File: src/rtl/uart_tx.sv
// AXI-Stream to UART transmitter: FIFO-buffered words, runtime framing config, CTS flow control.
// Frame settings are snapshotted at frame start so a config write never disturbs a frame in flight.
module uart_tx #(
  parameter int unsigned BAUD_PRESCALER = 12,
  parameter int unsigned PARITY         = 0,
  parameter int unsigned BYTE_SIZE      = 8,
  parameter int unsigned STOP_BITS      = 0,
  parameter int unsigned FIFO_DEPTH     = 16
) (
  input  logic        aclk,
  input  logic        aresetn,
  input  logic [26:0] s_axis_config_tdata,
  input  logic        s_axis_config_tvalid,
  output logic        s_axis_config_tready,
  input  logic [8:0]  s_axis_tdata,
  input  logic        s_axis_tvalid,
  output logic        s_axis_tready,
  output logic [31:0] tx_data_count,
  output logic        busy,
  output logic        txd,
  input  logic        ctsn
);

  localparam int unsigned AW = $clog2(FIFO_DEPTH);
  localparam logic [AW:0] FULL_COUNT = (AW+1)'(FIFO_DEPTH);

  localparam logic [2:0] ST_IDLE  = 3'd0;
  localparam logic [2:0] ST_START = 3'd1;
  localparam logic [2:0] ST_DATA  = 3'd2;
  localparam logic [2:0] ST_PAR   = 3'd3;
  localparam logic [2:0] ST_STOP  = 3'd4;

  logic [15:0] cfg_presc_q;
  logic [2:0]  cfg_par_q;
  logic [3:0]  cfg_size_q;
  logic        cfg_stop_q;
  logic        cfg_en_q;
  logic [15:0] new_presc;
  logic [2:0]  new_par;
  logic [3:0]  new_size;
  logic        cfg_fire;
  logic        cfg_unused;

  logic [8:0]    mem_q [FIFO_DEPTH];
  logic [AW-1:0] wptr_q, rptr_q;
  logic [AW:0]   count_q;
  logic          push, pop, fifo_empty;

  logic [1:0]  cts_q;

  logic [2:0]  state_q, state_d;
  logic [15:0] cnt_q, cnt_d;
  logic [3:0]  bits_q, bits_d;
  logic [8:0]  shift_q, shift_d;
  logic        acc_q, acc_d;
  logic [15:0] fr_presc_q, fr_presc_d;
  logic [2:0]  fr_par_q, fr_par_d;
  logic [3:0]  fr_size_q, fr_size_d;
  logic        fr_stop_q, fr_stop_d;
  logic        txd_q, txd_d;
  logic        tick;
  logic        par_bit;

  assign s_axis_config_tready = (state_q == ST_IDLE);
  assign cfg_fire             = s_axis_config_tvalid & s_axis_config_tready;
  assign cfg_unused           = ^s_axis_config_tdata[26:25];

  // Out-of-range config fields fall back to safe values rather than producing odd frames.
  always_comb begin
    new_presc = s_axis_config_tdata[15:0];
    new_par   = s_axis_config_tdata[18:16];
    new_size  = s_axis_config_tdata[22:19];
    if (new_presc < 16'd2) new_presc = 16'd2;
    if (new_par > 3'd4) new_par = 3'd0;
    if (new_size < 4'd5 || new_size > 4'd9) new_size = 4'd8;
  end

  always_ff @(posedge aclk) begin
    if (!aresetn) begin
      cfg_presc_q <= 16'(BAUD_PRESCALER);
      cfg_par_q   <= 3'(PARITY);
      cfg_size_q  <= 4'(BYTE_SIZE);
      cfg_stop_q  <= (STOP_BITS != 0);
      cfg_en_q    <= 1'b1;
    end else if (cfg_fire) begin
      cfg_presc_q <= new_presc;
      cfg_par_q   <= new_par;
      cfg_size_q  <= new_size;
      cfg_stop_q  <= s_axis_config_tdata[23];
      cfg_en_q    <= s_axis_config_tdata[24];
    end
  end

  assign s_axis_tready = (count_q != FULL_COUNT);
  assign push          = s_axis_tvalid & s_axis_tready;
  assign fifo_empty    = (count_q == '0);
  assign tx_data_count = {{(31-AW){1'b0}}, count_q};

  always_ff @(posedge aclk) begin
    if (push) mem_q[wptr_q] <= s_axis_tdata;
  end

  always_ff @(posedge aclk) begin
    if (!aresetn) begin
      wptr_q  <= '0;
      rptr_q  <= '0;
      count_q <= '0;
    end else begin
      if (push) wptr_q <= wptr_q + AW'(1);
      if (pop)  rptr_q <= rptr_q + AW'(1);
      case ({push, pop})
        2'b10:   count_q <= count_q + (AW+1)'(1);
        2'b01:   count_q <= count_q - (AW+1)'(1);
        default: count_q <= count_q;
      endcase
    end
  end

  // Resets to "not clear" so nothing launches until the peer is seen ready.
  always_ff @(posedge aclk) begin
    if (!aresetn) cts_q <= 2'b11;
    else          cts_q <= {cts_q[0], ctsn};
  end

  assign tick = (cnt_q == 16'd0);

  always_comb begin
    par_bit = 1'b0;
    case (fr_par_q)
      3'd1:    par_bit = acc_q;
      3'd2:    par_bit = ~acc_q;
      3'd3:    par_bit = 1'b1;
      default: par_bit = 1'b0;
    endcase
  end

  // The down-counter reloads at every bit boundary, so bit widths never accumulate error.
  always_comb begin
    state_d    = state_q;
    cnt_d      = cnt_q;
    bits_d     = bits_q;
    shift_d    = shift_q;
    acc_d      = acc_q;
    fr_presc_d = fr_presc_q;
    fr_par_d   = fr_par_q;
    fr_size_d  = fr_size_q;
    fr_stop_d  = fr_stop_q;
    pop        = 1'b0;
    txd_d      = 1'b1;
    case (state_q)
      ST_IDLE: begin
        if (cfg_en_q && !fifo_empty && !cts_q[1]) begin
          pop        = 1'b1;
          shift_d    = mem_q[rptr_q];
          acc_d      = 1'b0;
          fr_presc_d = cfg_presc_q;
          fr_par_d   = cfg_par_q;
          fr_size_d  = cfg_size_q;
          fr_stop_d  = cfg_stop_q;
          cnt_d      = cfg_presc_q - 16'd1;
          state_d    = ST_START;
        end
      end
      ST_START: begin
        txd_d = 1'b0;
        if (tick) begin
          cnt_d   = fr_presc_q - 16'd1;
          bits_d  = fr_size_q - 4'd1;
          state_d = ST_DATA;
        end else begin
          cnt_d = cnt_q - 16'd1;
        end
      end
      ST_DATA: begin
        txd_d = shift_q[0];
        if (tick) begin
          cnt_d   = fr_presc_q - 16'd1;
          acc_d   = acc_q ^ shift_q[0];
          shift_d = {1'b0, shift_q[8:1]};
          if (bits_q == 4'd0) begin
            bits_d  = {3'b000, fr_stop_q};
            state_d = (fr_par_q != 3'd0) ? ST_PAR : ST_STOP;
          end else begin
            bits_d = bits_q - 4'd1;
          end
        end else begin
          cnt_d = cnt_q - 16'd1;
        end
      end
      ST_PAR: begin
        txd_d = par_bit;
        if (tick) begin
          cnt_d   = fr_presc_q - 16'd1;
          bits_d  = {3'b000, fr_stop_q};
          state_d = ST_STOP;
        end else begin
          cnt_d = cnt_q - 16'd1;
        end
      end
      ST_STOP: begin
        txd_d = 1'b1;
        if (tick) begin
          cnt_d = fr_presc_q - 16'd1;
          if (bits_q == 4'd0) state_d = ST_IDLE;
          else                bits_d  = bits_q - 4'd1;
        end else begin
          cnt_d = cnt_q - 16'd1;
        end
      end
      default: state_d = ST_IDLE;
    endcase
  end

  always_ff @(posedge aclk) begin
    if (!aresetn) begin
      state_q    <= ST_IDLE;
      cnt_q      <= '0;
      bits_q     <= '0;
      shift_q    <= '0;
      acc_q      <= 1'b0;
      fr_presc_q <= 16'(BAUD_PRESCALER);
      fr_par_q   <= 3'(PARITY);
      fr_size_q  <= 4'(BYTE_SIZE);
      fr_stop_q  <= (STOP_BITS != 0);
      txd_q      <= 1'b1;
    end else begin
      state_q    <= state_d;
      cnt_q      <= cnt_d;
      bits_q     <= bits_d;
      shift_q    <= shift_d;
      acc_q      <= acc_d;
      fr_presc_q <= fr_presc_d;
      fr_par_q   <= fr_par_d;
      fr_size_q  <= fr_size_d;
      fr_stop_q  <= fr_stop_d;
      txd_q      <= txd_d;
    end
  end

  assign txd  = txd_q;
  assign busy = (state_q != ST_IDLE);

endmodule

File: config.mk
export PLATFORM = sky130hd
export DESIGN_NAME = uart_tx
export DESIGN_NICKNAME = d
export VERILOG_FILES = /design/src/rtl/uart_tx.sv
export SDC_FILE = /design/constraint.sdc
export NUM_CORES = 1
export LEC_CHECK = 0
export ABC_CLOCK_PERIOD_IN_PS = 7900
export CORE_MARGIN = 2
export CORE_UTILIZATION = 32
export CTS_BUF_LIST = sky130_fd_sc_hd__clkbuf_4 sky130_fd_sc_hd__clkbuf_8
export CTS_CLUSTER_DIAMETER = 50
export CTS_CLUSTER_SIZE = 10
export DETAILED_ROUTE_END_ITERATION = 7
export GPL_ROUTABILITY_DRIVEN = 0
export SETUP_SLACK_MARGIN = 0.3
export SLEW_MARGIN = 20
export SYNTH_ARGS = -nofsm -noshare
export SYNTH_HDL_FRONTEND = slang
export SYNTH_SLANG_ARGS = --single-unit
export TNS_END_PERCENT = 30
File: constraint.sdc
create_clock -name aclk -period 7.9 [get_ports aclk]
set_input_delay 1.58 -clock aclk [delete_from_list [all_inputs] [get_ports aclk]]
set_output_delay 1.58 -clock aclk [all_outputs]
set_load 0.05 [all_outputs]
==> impl_results.md <==
- RSZ-0062 raised after global routing: false
- Final Power: 3.658 mW
- CTS Buffer Depth: 3
- Status: finished, final reports clean
- CTS Hold Buffers Added: 0
- Clk Latency, worst-skew pair: 550 ps
- I/O pin count: 77
- Worst slew pin tran: 983.6 ps
- Buffers & Inverters on Critical Path: 3
- Critical Path Sink Type: output pin
- Via Count: 6638
- 1st-pass router iterations: 5
- CTS tree: yes
- Post-Syn Instances: 857
- Clk_skew: 38.67 ps
- Fmax: 0.2388 GHz
- Max_cap viols: 0
- Setup CP Type: reg -> out
- Max VDD drop: 137.4 uV
- Post-route ant nets: 0
- Cts bufs inserted: 34
- Number of global-route vias before repair: 6388
- Synth Area in Simple Gates: 13.16%
- Slew Viols, Final: 0
- Clk pin slew, worst setup/hold paths: 70 ps
- Synth Area in Compound Gates: 8.998%
- H-tree lvl count: 2
- WL final: 22060 um
- XOR/XNOR Fraction of Synth Area: 2.048%
- DP HPWL: 14250 um
- EDFF count, synth: 144
- Drt wl/cell: 16.18 um
- I/O Buffers: 47
- Largest net degree at the start of global routing: 78
- Core footprint: 32700 um^2
- Synth async-reset ratio: 0%
- Setup crit start kind: flip-flop
- Share of layout cells above drive strength 1: 15.94%
- Highest cell delay on the worst timing path: 830 ps
- Post-synthesis sequential area ratio: 59.54%
- Avg Vias per Cell: 4.867
- Setup Buffers After CTS: 0
- Nets: 953
- Synth unique cells: 71
- Slowest CP cell: clkdlybuf4s50_1
- Gr usage total: 12.68%
- Critical Path RT: 6320 ps
- DRC: 0
- Critical Path Fanout Max: 21
- Cts repair resizes: 0
- Die ar.: 34890 um^2
- Area Overhead vs Synth: 14.14%
- Final setup viols: 0
- First DRT Iteration DRCs: 409
- Grt total ovfl: 0
- Ant. Diodes: 0
- First-pass GRT wire length: 35650 um
- Main combinational cell family by area after synthesis: simple AND/OR/NAND/NOR gates
- P_leak: 4.000 nW
- Die X: 186.8 um
- Synth Warn #: 0
- Post-place instance area: 11490 um^2
- Multiplexer share of the synthesized area: 9.970%
- Synth Register Bits: 246
- Mapped Avg Cell Area: 12.48 um^2
- Ys flop type: edfxtp_1
- Die Y: 186.8 um
- Final hold vios: 0
- Min Tclk post-route: 4187 ps
- WHS: 406.7 ps
- Worst slew margin: 34.07%
- Top Family by Delay on Critical Path: buffers and inverters
- Post-Synth Adder-Cell Area: 1.708%
- WP data arrival: 2610 ps
- Final critical-path share of the clock period: 53.01%
- Post-synth design cell area: 10690 um^2
- Post-Layout Inst Area: 12200 um^2
- Final TNS setup: 0 ps
- HP Class: reg -> reg
- Initial antenna violation count: 0
- Initial Util: 32.70%
- CP Cell Sequence: nor3_2 -> buf_4 -> inv_2 -> clkdlybuf4s50_1
- Core Rows: 66
- Clk sinks: 246
- Root Buffer: clkbuf_8
- Power per cell area: 299.7 nW/um^2
cell usage in the layout, fill, tap and decap left out, types with 10 or more instances in the layout:
master and count:
edfxtp_1 144, nand2_1 121, dfxtp_1 101, nor2_1 68, a21oi_1 63, clkdlybuf4s50_1 47
mux4_2 45, clkbuf_8 34, conb_1 27, o21ai_0 25, inv_1 20, or3_1 15
xnor2_1 13, ha_1 13, clkbuf_4 13, xor2_1 12, nor3_1 10
sequential cells by signal, summed over array words and instances (netlist names), 2 cells and up, named ones only:
signal       cells
wptr_q           4
cfg_par_q        3
rptr_q           4
fr_size_q        4
mem_q          144
fr_presc_q      16
cnt_q           16
cts_q            2
state_q          3
cfg_size_q       4
bits_q           4
fr_par_q         3
cfg_presc_q     16
shift_q          9
count_q          5
synthesized netlist by cell type (all sizes together), types with 2 or more instances:
master,n,area (um^2)
edfxtp,144,4324
nand2,122,465.5
dfxtp,102,2042
nor2,69,266.5
a21oi,63,315.3
mux4,45,1013
buf,41,271.5
clkbuf,35,131.4
o21ai,26,130.1
inv,21,78.82
or3,16,105.1
nor3,15,80.08
ha,13,162.7
xnor2,13,113.9
xor2,12,105.1
a311oi,9,78.83
nand2b,9,56.30
nor4,8,110.1
a211oi,7,52.55
nand3,7,35.03
nand4,7,73.82
o211ai,6,45.04
o221ai,6,58.80
a22oi,5,42.54
and2,4,25.02
nor4b,4,62.56
a21o,3,22.52
a31oi,3,18.77
mux2i,3,30.03
nand3b,3,22.52
nor3b,3,22.52
o21a,3,22.52
o221a,3,42.54
o22ai,3,18.77
a2bb2oi,2,17.52
a32oi,2,43.80
and4,2,20.02
mux2,2,22.52
nor2b,2,15.02
or2,2,12.51
per-stage QoR:
| stage | util (%) | std cells | worst slack (ps) |
|---|---|---|---|
| floorplan | - | 883 | 4442 |
| global placement | 35.14 | 1304 | 3830 |
| detailed placement | 35.14 | 1304 | 3822 |
| CTS | 37.32 | 1364 | 3682 |
| global route | 37.32 | 1364 | 3572 |
| finish | 37.32 | 1364 | 3713 |
metal layers:
metal	share of wire [%]	vias up	GRT usage, %	wire, um
met1	48	3289	17.82	10630
met2	46	138	19.85	10090
li1	-	3180	-	-
met3	4.4	31	2.577	971
met5	0	-	0	0
met4	1.7	0	3.694	374
cell families after synthesis:
group	count (synthesis)
multiplexers	50
flip-flops	246
XOR/XNOR	25
AND/OR/NAND/NOR	276
adder cells (fa/ha/maj)	14
buffers and inverters	98
AO/OA/AOI/OAI	147
other	1
path summary, 6_finish.rpt:
check | from | slack (ps) | endpoint | cells after the start
hold / removal | cts_q[0] | 410 | cts_q[1] | 1
setup / recovery | state_q[0] | 3710 | busy | 4
hold reg to reg | cts_q[0] | 410 | cts_q[1] | 1
setup reg to reg | state_q[0] | 4220 | cnt_q[14] | 13
area by class of cell:
class	instances	area, um^2
Sequential cell	246	6367
Fill cell	3126	20500
Clock inverter	13	146.4
Timing Repair Buffer	55	530.5
Inverter	22	82.58
Tap cell	442	553.0
Clock buffer	47	565.5
Multi-Input combinational cell	539	3959
power by group:
part	leakage (nW)	total (mW)	switching [mW]	internal (mW)
clock	0.373	1.04	0.499	0.543
combinational	1.49	1.09	0.671	0.420
sequential	2.13	1.52	0.0842	1.44
total	4.00	3.66	1.25	2.40
Note: power is estimated with default switching activity, not from simulation.
